## src/rtl/mdr_handshake.sv

```systemverilog
// Memory data register with req/ack handshake and timeout; all state changes on the falling clock edge.
// Define MDR_SIGN_EXT_EN to sign-extend loaded values from bit MEM_W-1 instead of zero-extending them.
module mdr_handshake #(
    parameter int BUS_W   = 20,
    parameter int MEM_W   = 10,
    parameter int TIMEOUT = 15
) (
    input  logic             clk,
    input  logic             rst,
    input  logic [BUS_W-1:0] bus_in,
    output logic [BUS_W-1:0] bus_out,
    input  logic             rdr,
    output logic [MEM_W-1:0] r_direct,
    input  logic             mem_write,
    input  logic             mem_read,
    output logic             mem_wr_req,
    output logic             mem_rd_req,
    output logic [MEM_W-1:0] mem_wdata,
    input  logic [MEM_W-1:0] mem_rdata,
    input  logic             mem_ack,
    output logic             busy,
    output logic             done,
    output logic             err
);

    typedef enum logic [1:0] {
        IDLE,
        WR_WAIT,
        RD_WAIT
    } state_e;

    state_e           state_q;
    logic [BUS_W-1:0] dataR_q;
    logic [7:0]       timeoutCnt_q;
    logic             memWrReq_q;
    logic             memRdReq_q;
    logic             busy_q;
    logic             done_q;
    logic             err_q;

    logic [BUS_W-1:0] busLoad_d;
    logic [BUS_W-1:0] memLoad_d;
    logic             timeoutHit;
    logic             unusedBusHi;

    function automatic logic [BUS_W-1:0] extend(input logic [MEM_W-1:0] v);
        logic [BUS_W-1:0] res;
        res            = '0;
        res[MEM_W-1:0] = v;
`ifdef MDR_SIGN_EXT_EN
        for (int i = MEM_W; i < BUS_W; i++) begin
            res[i] = v[MEM_W-1];
        end
`endif
        return res;
    endfunction

    assign busLoad_d  = extend(bus_in[MEM_W-1:0]);
    assign memLoad_d  = extend(mem_rdata);
    assign timeoutHit = (timeoutCnt_q + 8'd1) == 8'(TIMEOUT);

    // Only the low MEM_W bits of the bus are ever stored.
    assign unusedBusHi = ^bus_in;

    always_ff @(negedge clk) begin
        if (rst) begin
            state_q      <= IDLE;
            dataR_q      <= '0;
            timeoutCnt_q <= '0;
            memWrReq_q   <= 1'b0;
            memRdReq_q   <= 1'b0;
            busy_q       <= 1'b0;
            done_q       <= 1'b0;
            err_q        <= 1'b0;
        end else begin
            done_q <= 1'b0;
            case (state_q)
                IDLE: begin
                    if (mem_write) begin
                        dataR_q      <= busLoad_d;
                        state_q      <= WR_WAIT;
                        memWrReq_q   <= 1'b1;
                        busy_q       <= 1'b1;
                        err_q        <= 1'b0;
                        timeoutCnt_q <= '0;
                    end else if (mem_read) begin
                        state_q      <= RD_WAIT;
                        memRdReq_q   <= 1'b1;
                        busy_q       <= 1'b1;
                        err_q        <= 1'b0;
                        timeoutCnt_q <= '0;
                    end
                end
                WR_WAIT, RD_WAIT: begin
                    // An ack on the very edge the timeout expires still wins.
                    if (mem_ack) begin
                        if (state_q == RD_WAIT) begin
                            dataR_q <= memLoad_d;
                        end
                        state_q    <= IDLE;
                        memWrReq_q <= 1'b0;
                        memRdReq_q <= 1'b0;
                        busy_q     <= 1'b0;
                        done_q     <= 1'b1;
                    end else if (timeoutHit) begin
                        state_q    <= IDLE;
                        memWrReq_q <= 1'b0;
                        memRdReq_q <= 1'b0;
                        busy_q     <= 1'b0;
                        err_q      <= 1'b1;
                    end else begin
                        timeoutCnt_q <= timeoutCnt_q + 8'd1;
                    end
                end
                default: begin
                    state_q    <= IDLE;
                    memWrReq_q <= 1'b0;
                    memRdReq_q <= 1'b0;
                    busy_q     <= 1'b0;
                end
            endcase
        end
    end

    assign bus_out    = rdr ? dataR_q : '0;
    assign r_direct   = dataR_q[MEM_W-1:0];
    assign mem_wdata  = dataR_q[MEM_W-1:0];
    assign mem_wr_req = memWrReq_q;
    assign mem_rd_req = memRdReq_q;
    assign busy       = busy_q;
    assign done       = done_q;
    assign err        = err_q;

endmodule

```

## config.mk

```make
export PLATFORM = sky130hd
export DESIGN_NAME = mdr_handshake
export DESIGN_NICKNAME = d
export VERILOG_FILES = /design/src/rtl/mdr_handshake.sv
export SDC_FILE = /design/constraint.sdc
export NUM_CORES = 1
export LEC_CHECK = 0
export ABC_AREA = 1
export CORE_ASPECT_RATIO = 1.1
export CORE_MARGIN = 4
export CORE_UTILIZATION = 40
export CTS_CLUSTER_SIZE = 40
export DETAILED_ROUTE_END_ITERATION = 7
export PLACE_DENSITY_LB_ADDON = 0.15
export SYNTH_ARGS = -nofsm -noshare
export SYNTH_HDL_FRONTEND = slang
export SYNTH_SLANG_ARGS = --single-unit
```

## constraint.sdc

```tcl
create_clock -name clk -period 1.82 [get_ports clk]
set_input_delay 0.182 -clock clk [delete_from_list [all_inputs] [get_ports clk]]
set_output_delay 0.182 -clock clk [all_outputs]
set_load 0.01 [all_outputs]
```

# ---- After elaboration in Yosys (flattened, before gate mapping)
# Cells that the tools add are included.
# W data, S select, Z words.
dict set report word_totals {
  inputBits 36
  wordCells 63
  output_inout_bits 45
  register_bits 35
}
dict set report op_classes {
  reduce_logical 10
  eq_ne 13
  n_bitwise 1
  mux 30
  n_addsub 1
}
# cell n
set op_table {}
lappend op_table {{$mux W20} 4}
lappend op_table {{$pmux W20 S2} 1}
lappend op_table {{$mux W8} 4}
lappend op_table {{$ne A2 B2 Y1 const B} 8}
lappend op_table {{$pmux W8 S2} 1}
lappend op_table {{$reduce_and A4 Y1} 3}
lappend op_table {{$mux W1} 11}
lappend op_table {{$add A8 B1 Y8 const B} 1}
lappend op_table {{$eq A8 B4 Y1 const B} 1}
lappend op_table {{$mux W2} 4}
lappend op_table {{$pmux W1 S2} 4}
lappend op_table {{$ne A3 B3 Y1 const B} 2}
lappend op_table {{$pmux W2 S2} 1}
lappend op_table {{$reduce_and A2 Y1} 2}
lappend op_table {{$reduce_or A2 Y1} 2}
lappend op_table {{$reduce_and A3 Y1} 1}
lappend op_table {{$eq A2 B1 Y1 const B} 1}
lappend op_table {{$eq A2 B2 Y1 const B} 1}
lappend op_table {{$logic_not A2 Y1} 1}
lappend op_table {{$reduce_bool A2 Y1} 1}
lappend op_table {{$not A1 Y1} 1}

# ---- Depth between registers and ports, before layout
# Gate-level depths: netlist of the first run.
dict set report logic_depth {
  ltp_word 5
  mapped_depth 12
}

==> flow_metrics.env, run 1 <==
export IMPL_cap_violations=0
export IMPL_dieArea_um2=5064
export IMPL_grt_pass1_wl_um=7231
export IMPL_synth_edf_count=0
export IMPL_hp_start="err"
export IMPL_setup_viol=35
export IMPL_first_pass_iters=4
export IMPL_synth_cell_type_count=21
export IMPL_grt_max_degree=21
export IMPL_rows=23
export IMPL_crit_path_end_kind="output pin"
export IMPL_yosysMostFrequentCell="nand2_1"
export IMPL_worstRegToRegCells=9
export IMPL_holdPathEnd="err"
export IMPL_ys_warn_count=0
export IMPL_whs_path_depth=2
export IMPL_nFillCells=341
export IMPL_diodes=0
export IMPL_placed_cell_area_um2=2235
export IMPL_vdd_drop_max_mv=0.5441
export IMPL_final_nets=381
export IMPL_async_flop_share_pct=0
export IMPL_cp_max_fo=4
export IMPL_p_leak_nw=1.320
export IMPL_synthCells=248
export IMPL_worst_r2r_setup_slack_ns=0.10
export IMPL_p_int_w=0.001462
export IMPL_start_util_pct=42.64
export IMPL_yosysTopAreaCell="dfxtp_1"
export IMPL_vias=1790
export IMPL_htreeDepth=1
export IMPL_slew_viol_final=0
export IMPL_via_per_inst=4.590
export IMPL_antenna_found_initial=0
export IMPL_die_h_um=74.24
export IMPL_cts_hold_buffers_added=0
export IMPL_timing_rr_start="state_q[0]"
export IMPL_clk_pin_slew_worst_paths_ns=0.04
export IMPL_rsz0062_at_grt="yes"
export IMPL_status="complete, but fails checks"
export IMPL_ys_ff_latch=25
export IMPL_first_iter_violations=63
export IMPL_synth_top_area_share_pct=31.37
export IMPL_fin_cells=390
export IMPL_die_width_um=68.22
export IMPL_routabilityCongestion=0.8116
export IMPL_cts_sinks=25
export IMPL_p_comb_share_pct=45.6
export IMPL_dp_cells=352
export IMPL_hp_class="flop to flop"
export IMPL_drc=0
export IMPL_cts_path_max_buffers=2
export IMPL_powerDensity_nw_per_um2=951.2
export IMPL_crit_required_ns=1.64
export IMPL_wl_per_cell_um=11.69
export IMPL_core_area_um2=3741
export IMPL_synthTopCellsByCount="nand2_1, inv_1, dfxtp_1"
export IMPL_netlist_area_um2=1595
export IMPL_syn_area_per_cell_um2=6.433
export IMPL_wirelength_um=4560
export IMPL_tritoncts="yes"
export IMPL_ys_flop_type="dfxtp_1"
export IMPL_clock_latency_ns=0.35
export IMPL_setup_worst_path_start_class="flop"
export IMPL_final_cell_area_um2=2571
export IMPL_drive_gt1_share_pct=32.65
export IMPL_worstReg2RegEnd="timeoutCnt_q[0]"
export IMPL_critPathArrivalTime_ns=1.83
export IMPL_power_switching_w=0.0009834
export IMPL_first_global_vias=1635
export IMPL_fin_ws_ns=-0.1911
export IMPL_violations="negative setup slack"
export IMPL_pwr_share_clk_pct=23.0
export IMPL_port_buffer_count=60
export IMPL_power_switching_share_pct=40.21
export IMPL_numCtsBuffers=3
export IMPL_path_class="flop to output pin"
export IMPL_seqPwrFrac_pct=31.4
export IMPL_place_hpwl_um=3193
export IMPL_ys_seq_area_share_pct=31.37
export IMPL_grt_use_total_pct=18.23
export IMPL_syn2layout_area_growth_pct=61.18
export IMPL_synth_area_leaders="dfxtp_1, nand2_1, buf_4"
export IMPL_fin_worst_skew_ns=0.01437
export IMPL_hold_viol=0
export IMPL_overflow=0
export IMPL_cts_root_buf="clkbuf_8"
export IMPL_postRouteAntennaNets=0
export IMPL_io_pins=81
[repair_timing]
action,4_1_cts,5_1_grt
setup endpoints to repair,59,54
gates cloned,3,0
resized for setup,177,49
setup buffers,1,6
pin swaps,7,12
[cell type report]
| type | instances | area, um^2 | share of cell area (%) |
|---|---|---|---|
| Timing Repair Buffer | 81 | 760.7 | 29.59 |
| Multi-Input combinational cell | 168 | 925.9 | 36.01 |
| Tap cell | 50 | 62.56 | 2.433 |
| Clock inverter | 26 | 102.6 | 3.990 |
| Inverter | 37 | 138.9 | 5.401 |
| Clock buffer | 3 | 41.29 | 1.606 |
| Sequential cell | 25 | 539.3 | 20.97 |
[power groups by stage]
stage               clock network [W]  registers, W  logic, W
finish                       0.000564      0.000767   0.00112
global route                 0.000650      0.000779   0.00122
CTS                          0.000586      0.000741  0.000962
detailed placement          0.0000874      0.000723   0.00101
global placement            0.0000874      0.000719  0.000996
floorplan                   0.0000874      0.000750  0.000525
[registers in the layout, indices dropped and copies added, names as in the netlist]
signal        count
done              1
err               1
mem_wr_req        1
mem_rd_req        1
dataR_q          10
busy              1
state_q           2
timeoutCnt_q      8
[how the worst max path moves through the flow]
| stage | from | endpoint | slack, ns | cells past startpoint |
|---|---|---|---|---|
| 2_1_floorplan | mem_write | timeoutCnt_q[0] | -0.04 | 7 |
| 4_1_cts | dataR_q[9] | bus_out[9] | -0.19 | 3 |
| 5_1_grt | dataR_q[1] | bus_out[1] | -0.23 | 3 |
| 3_3_place_gp | mem_write | timeoutCnt_q[0] | -0.63 | 8 |
| 3_5_place_dp | mem_write | timeoutCnt_q[0] | -0.65 | 8 |
| 6_report | dataR_q[1] | bus_out[1] | -0.19 | 3 |
[cell families (layout without fill, tap and decap cells)]
| kind of cell | count (synthesis) | in the layout | synth area share (%) |
|---|---|---|---|
| buffers and inverters | 66 | 147 | 20.24 |
| and+or+nand+nor | 115 | 117 | 33.18 |
| DFF | 25 | 25 | 31.37 |
| adders and majority gates | 4 | 4 | 3.137 |
| AOI/OAI and AO/OA | 36 | 36 | 11.29 |
| xor gates and xnor gates | 1 | 1 | 0.5491 |
| other | 1 | 10 | 0.2351 |
[worst max-delay path, stage by stage (launching register included)]
cell and delay, ns:
dfxtp_4 0.36, nand2_1 0.05, inv_1 0.05, buf_2 0.12
[through the flow]
stage	power [W]	utilization (%)	hold WS (ns)	setup WS, ns	TNS (ns)
floorplan	0.001363	-	0.4391	-0.03643	-0.03643
global placement	0.001803	59.73	0.4334	-0.6268	-18.90
detailed placement	0.001816	59.73	0.4358	-0.6469	-19.75
CTS	0.002289	62.58	0.4476	-0.1871	-3.766
global route	0.002649	68.73	0.4787	-0.2326	-4.892
finish	0.002446	68.73	0.4473	-0.1911	-3.521
[per-layer routing]
layer	global-route usage [%]	routed length (um)
met5	0	0
met4	7.726	37
met3	4.079	262
met2	32.98	2473
met1	20.17	1786
[cell usage in the layout, fill, tap and decap left out, drive strengths merged]
master / count
nand4: 7
xor2: 1
and3: 1
nand2: 79
nand3b: 1
ha: 4
inv: 62
dfxtp: 25
nand3: 15
conb: 10
o21ai: 13
buf: 56
nor2: 14
clkinv: 1
clkbuf: 4
dlygate4sd2: 2
a21oi: 23
clkdlybuf4s50: 22
Note: power is estimated with default switching activity, not from simulation.
==> inputs of run 2 (changes only) <==
--- a/config.mk
+++ b/config.mk
@@ -11,2 +11,3 @@
 export CORE_UTILIZATION = 40
+export CTS_BUF_LIST = sky130_fd_sc_hd__clkbuf_4 sky130_fd_sc_hd__clkbuf_8 sky130_fd_sc_hd__clkbuf_16
 export CTS_CLUSTER_SIZE = 40
--- a/constraint.sdc
+++ b/constraint.sdc
@@ -3,2 +3,2 @@
 set_output_delay 0.182 -clock clk [all_outputs]
-set_load 0.01 [all_outputs]
+set_load 0.005 [all_outputs]
==> flow_metrics.env, run 2 (synthesized netlist as in run 1, its figures left out) <==
export IMPL_status="complete, but fails checks"
export IMPL_violations="negative setup slack"
export IMPL_antenna_found_initial=0
export IMPL_fin_ws_ns=-0.1576
export IMPL_htreeDepth=1
export IMPL_clock_latency_ns=0.35
export IMPL_grt_use_total_pct=18.07
export IMPL_hold_viol=0
export IMPL_top_regs="dataR_q (10), timeoutCnt_q (8), state_q (2)"
export IMPL_cts_sinks=25
export IMPL_tritoncts="yes"
export IMPL_grt_pass1_wl_um=7162
export IMPL_grt_max_degree=21
export IMPL_finalPower_w=0.002248
export IMPL_critPathArrivalTime_ns=1.80
export IMPL_overflow=0
export IMPL_largest_register="dataR_q"
export IMPL_rsz0062_at_grt="yes"
export IMPL_p_leak_nw=1.300
export IMPL_cts_root_buf="clkbuf_8"
export IMPL_mostFrequentLayoutCells="nand2_1, inv_1, buf_2"
export IMPL_first_global_vias=1618
export IMPL_drive_gt1_share_pct=32.65
export IMPL_cts_hold_buffers_added=0
export IMPL_numCtsBuffers=3
export IMPL_vias=1788
export IMPL_postRouteAntennaNets=0
export IMPL_diodes=0
export IMPL_die_width_um=68.22
export IMPL_start_util_pct=42.64
export IMPL_drc=0
export IMPL_wl_per_cell_um=11.72
export IMPL_cap_violations=0
export IMPL_place_hpwl_um=3193
export IMPL_vdd_drop_max_mv=0.5574
export IMPL_first_iter_violations=48
export IMPL_syn2layout_area_growth_pct=53.41
export IMPL_core_area_um2=3741
export IMPL_setup_viol=35
export IMPL_die_h_um=74.24
export IMPL_wirelength_um=4570
export IMPL_powerDensity_nw_per_um2=918.5
export IMPL_dieArea_um2=5064
export IMPL_io_pins=81
export IMPL_final_nets=381
export IMPL_post_route_util_pct=65.42
export IMPL_setup_worst_path_start_class="flop"
export IMPL_cts_path_max_buffers=2
export IMPL_routabilityCongestion=0.8116
export IMPL_clk_pin_slew_worst_paths_ns=0.04
export IMPL_hp_class="flop to flop"
export IMPL_via_per_inst=4.585
export IMPL_cp_max_fo=4
export IMPL_path_class="flop to output pin"
export IMPL_fin_worst_skew_ns=0.01376
export IMPL_crit_path_end_kind="output pin"
export IMPL_final_common_cell="nand2_1"
export IMPL_slew_viol_final=0
export IMPL_port_buffer_count=60
export IMPL_first_pass_iters=4
export IMPL_crit_required_ns=1.64
export IMPL_largest_register_ffs=10
export IMPL_rows=23
export IMPL_nFillCells=354
-- run 2: cell counts in the layout (fill, tap and decap cells not counted) --
No cell type changed its count.
-- run 2: repair_timing --
action,in CTS,in global routing
endpoints found under the setup margin,59,54
gates resized for setup,166,37
buffers inserted,1,6
cloned,3,0
pin swaps,7,12
-- run 2: layer usage --
| layer | vias to the layer above | GRT usage (%) | part of all wire [%] |
|---|---|---|---|
| met3 | 4 | 4.079 | 6.1 |
| met2 | 54 | 32.87 | 54 |
| li1 | 926 | - | - |
| met1 | 804 | 19.80 | 39 |
| met4 | 0 | 7.726 | 0.81 |
| met5 | - | 0 | 0 |
-- run 2: per-stage QoR --
step / std cells / instance area [um^2] / worst slack (ns) / hold slack (ns) / setup TNS (ns)
after floorplan: 257 / 1644 / -0.03643 / 0.4391 / -0.03643
after global placement: 352 / 2235 / -0.6268 / 0.4334 / -17.67
after detailed placement: 352 / 2235 / -0.6469 / 0.4358 / -18.52
after CTS: 384 / 2272 / -0.1692 / 0.4378 / -3.102
after global routing: 390 / 2447 / -0.2149 / 0.4707 / -4.418
final: 390 / 2447 / -0.1576 / 0.4378 / -2.894
-- run 2: layout make-up --
| type | instances | area, um^2 | share of cell area [%] |
|---|---|---|---|
| clock inverter | 26 | 102.6 | 4.192 |
| sequential | 25 | 521.8 | 21.32 |
| multi-input combinational | 168 | 925.9 | 37.83 |
| tap | 50 | 62.56 | 2.556 |
| clock buffer | 3 | 41.29 | 1.687 |
| timing repair buffer | 81 | 654.4 | 26.74 |
| inverter | 37 | 138.9 | 5.675 |
-- run 2: worst paths after layout --
path,from,endpoint,slack (ns),cells past startpoint
worst min register to register,err,err,0.44,2
worst max-delay path,dataR_q[0],bus_out[0],-0.16,3
worst min-delay path,err,err,0.44,2
worst max register to register,state_q[0],timeoutCnt_q[0],0.11,9
-- run 2: worst max-delay path: stages, from the launching register on --
cell	delay, ns
dfxtp_2	0.35
nand2_1	0.06
inv_1	0.04
buf_2	0.10
-- run 2: report_power, final --
group	internal, W	switching (W)	total (W)
registers	0.000658	0.0000803	0.000739
logic	0.000465	0.000482	0.000947
clock network	0.000230	0.000333	0.000562
total	0.00135	0.000895	0.00225
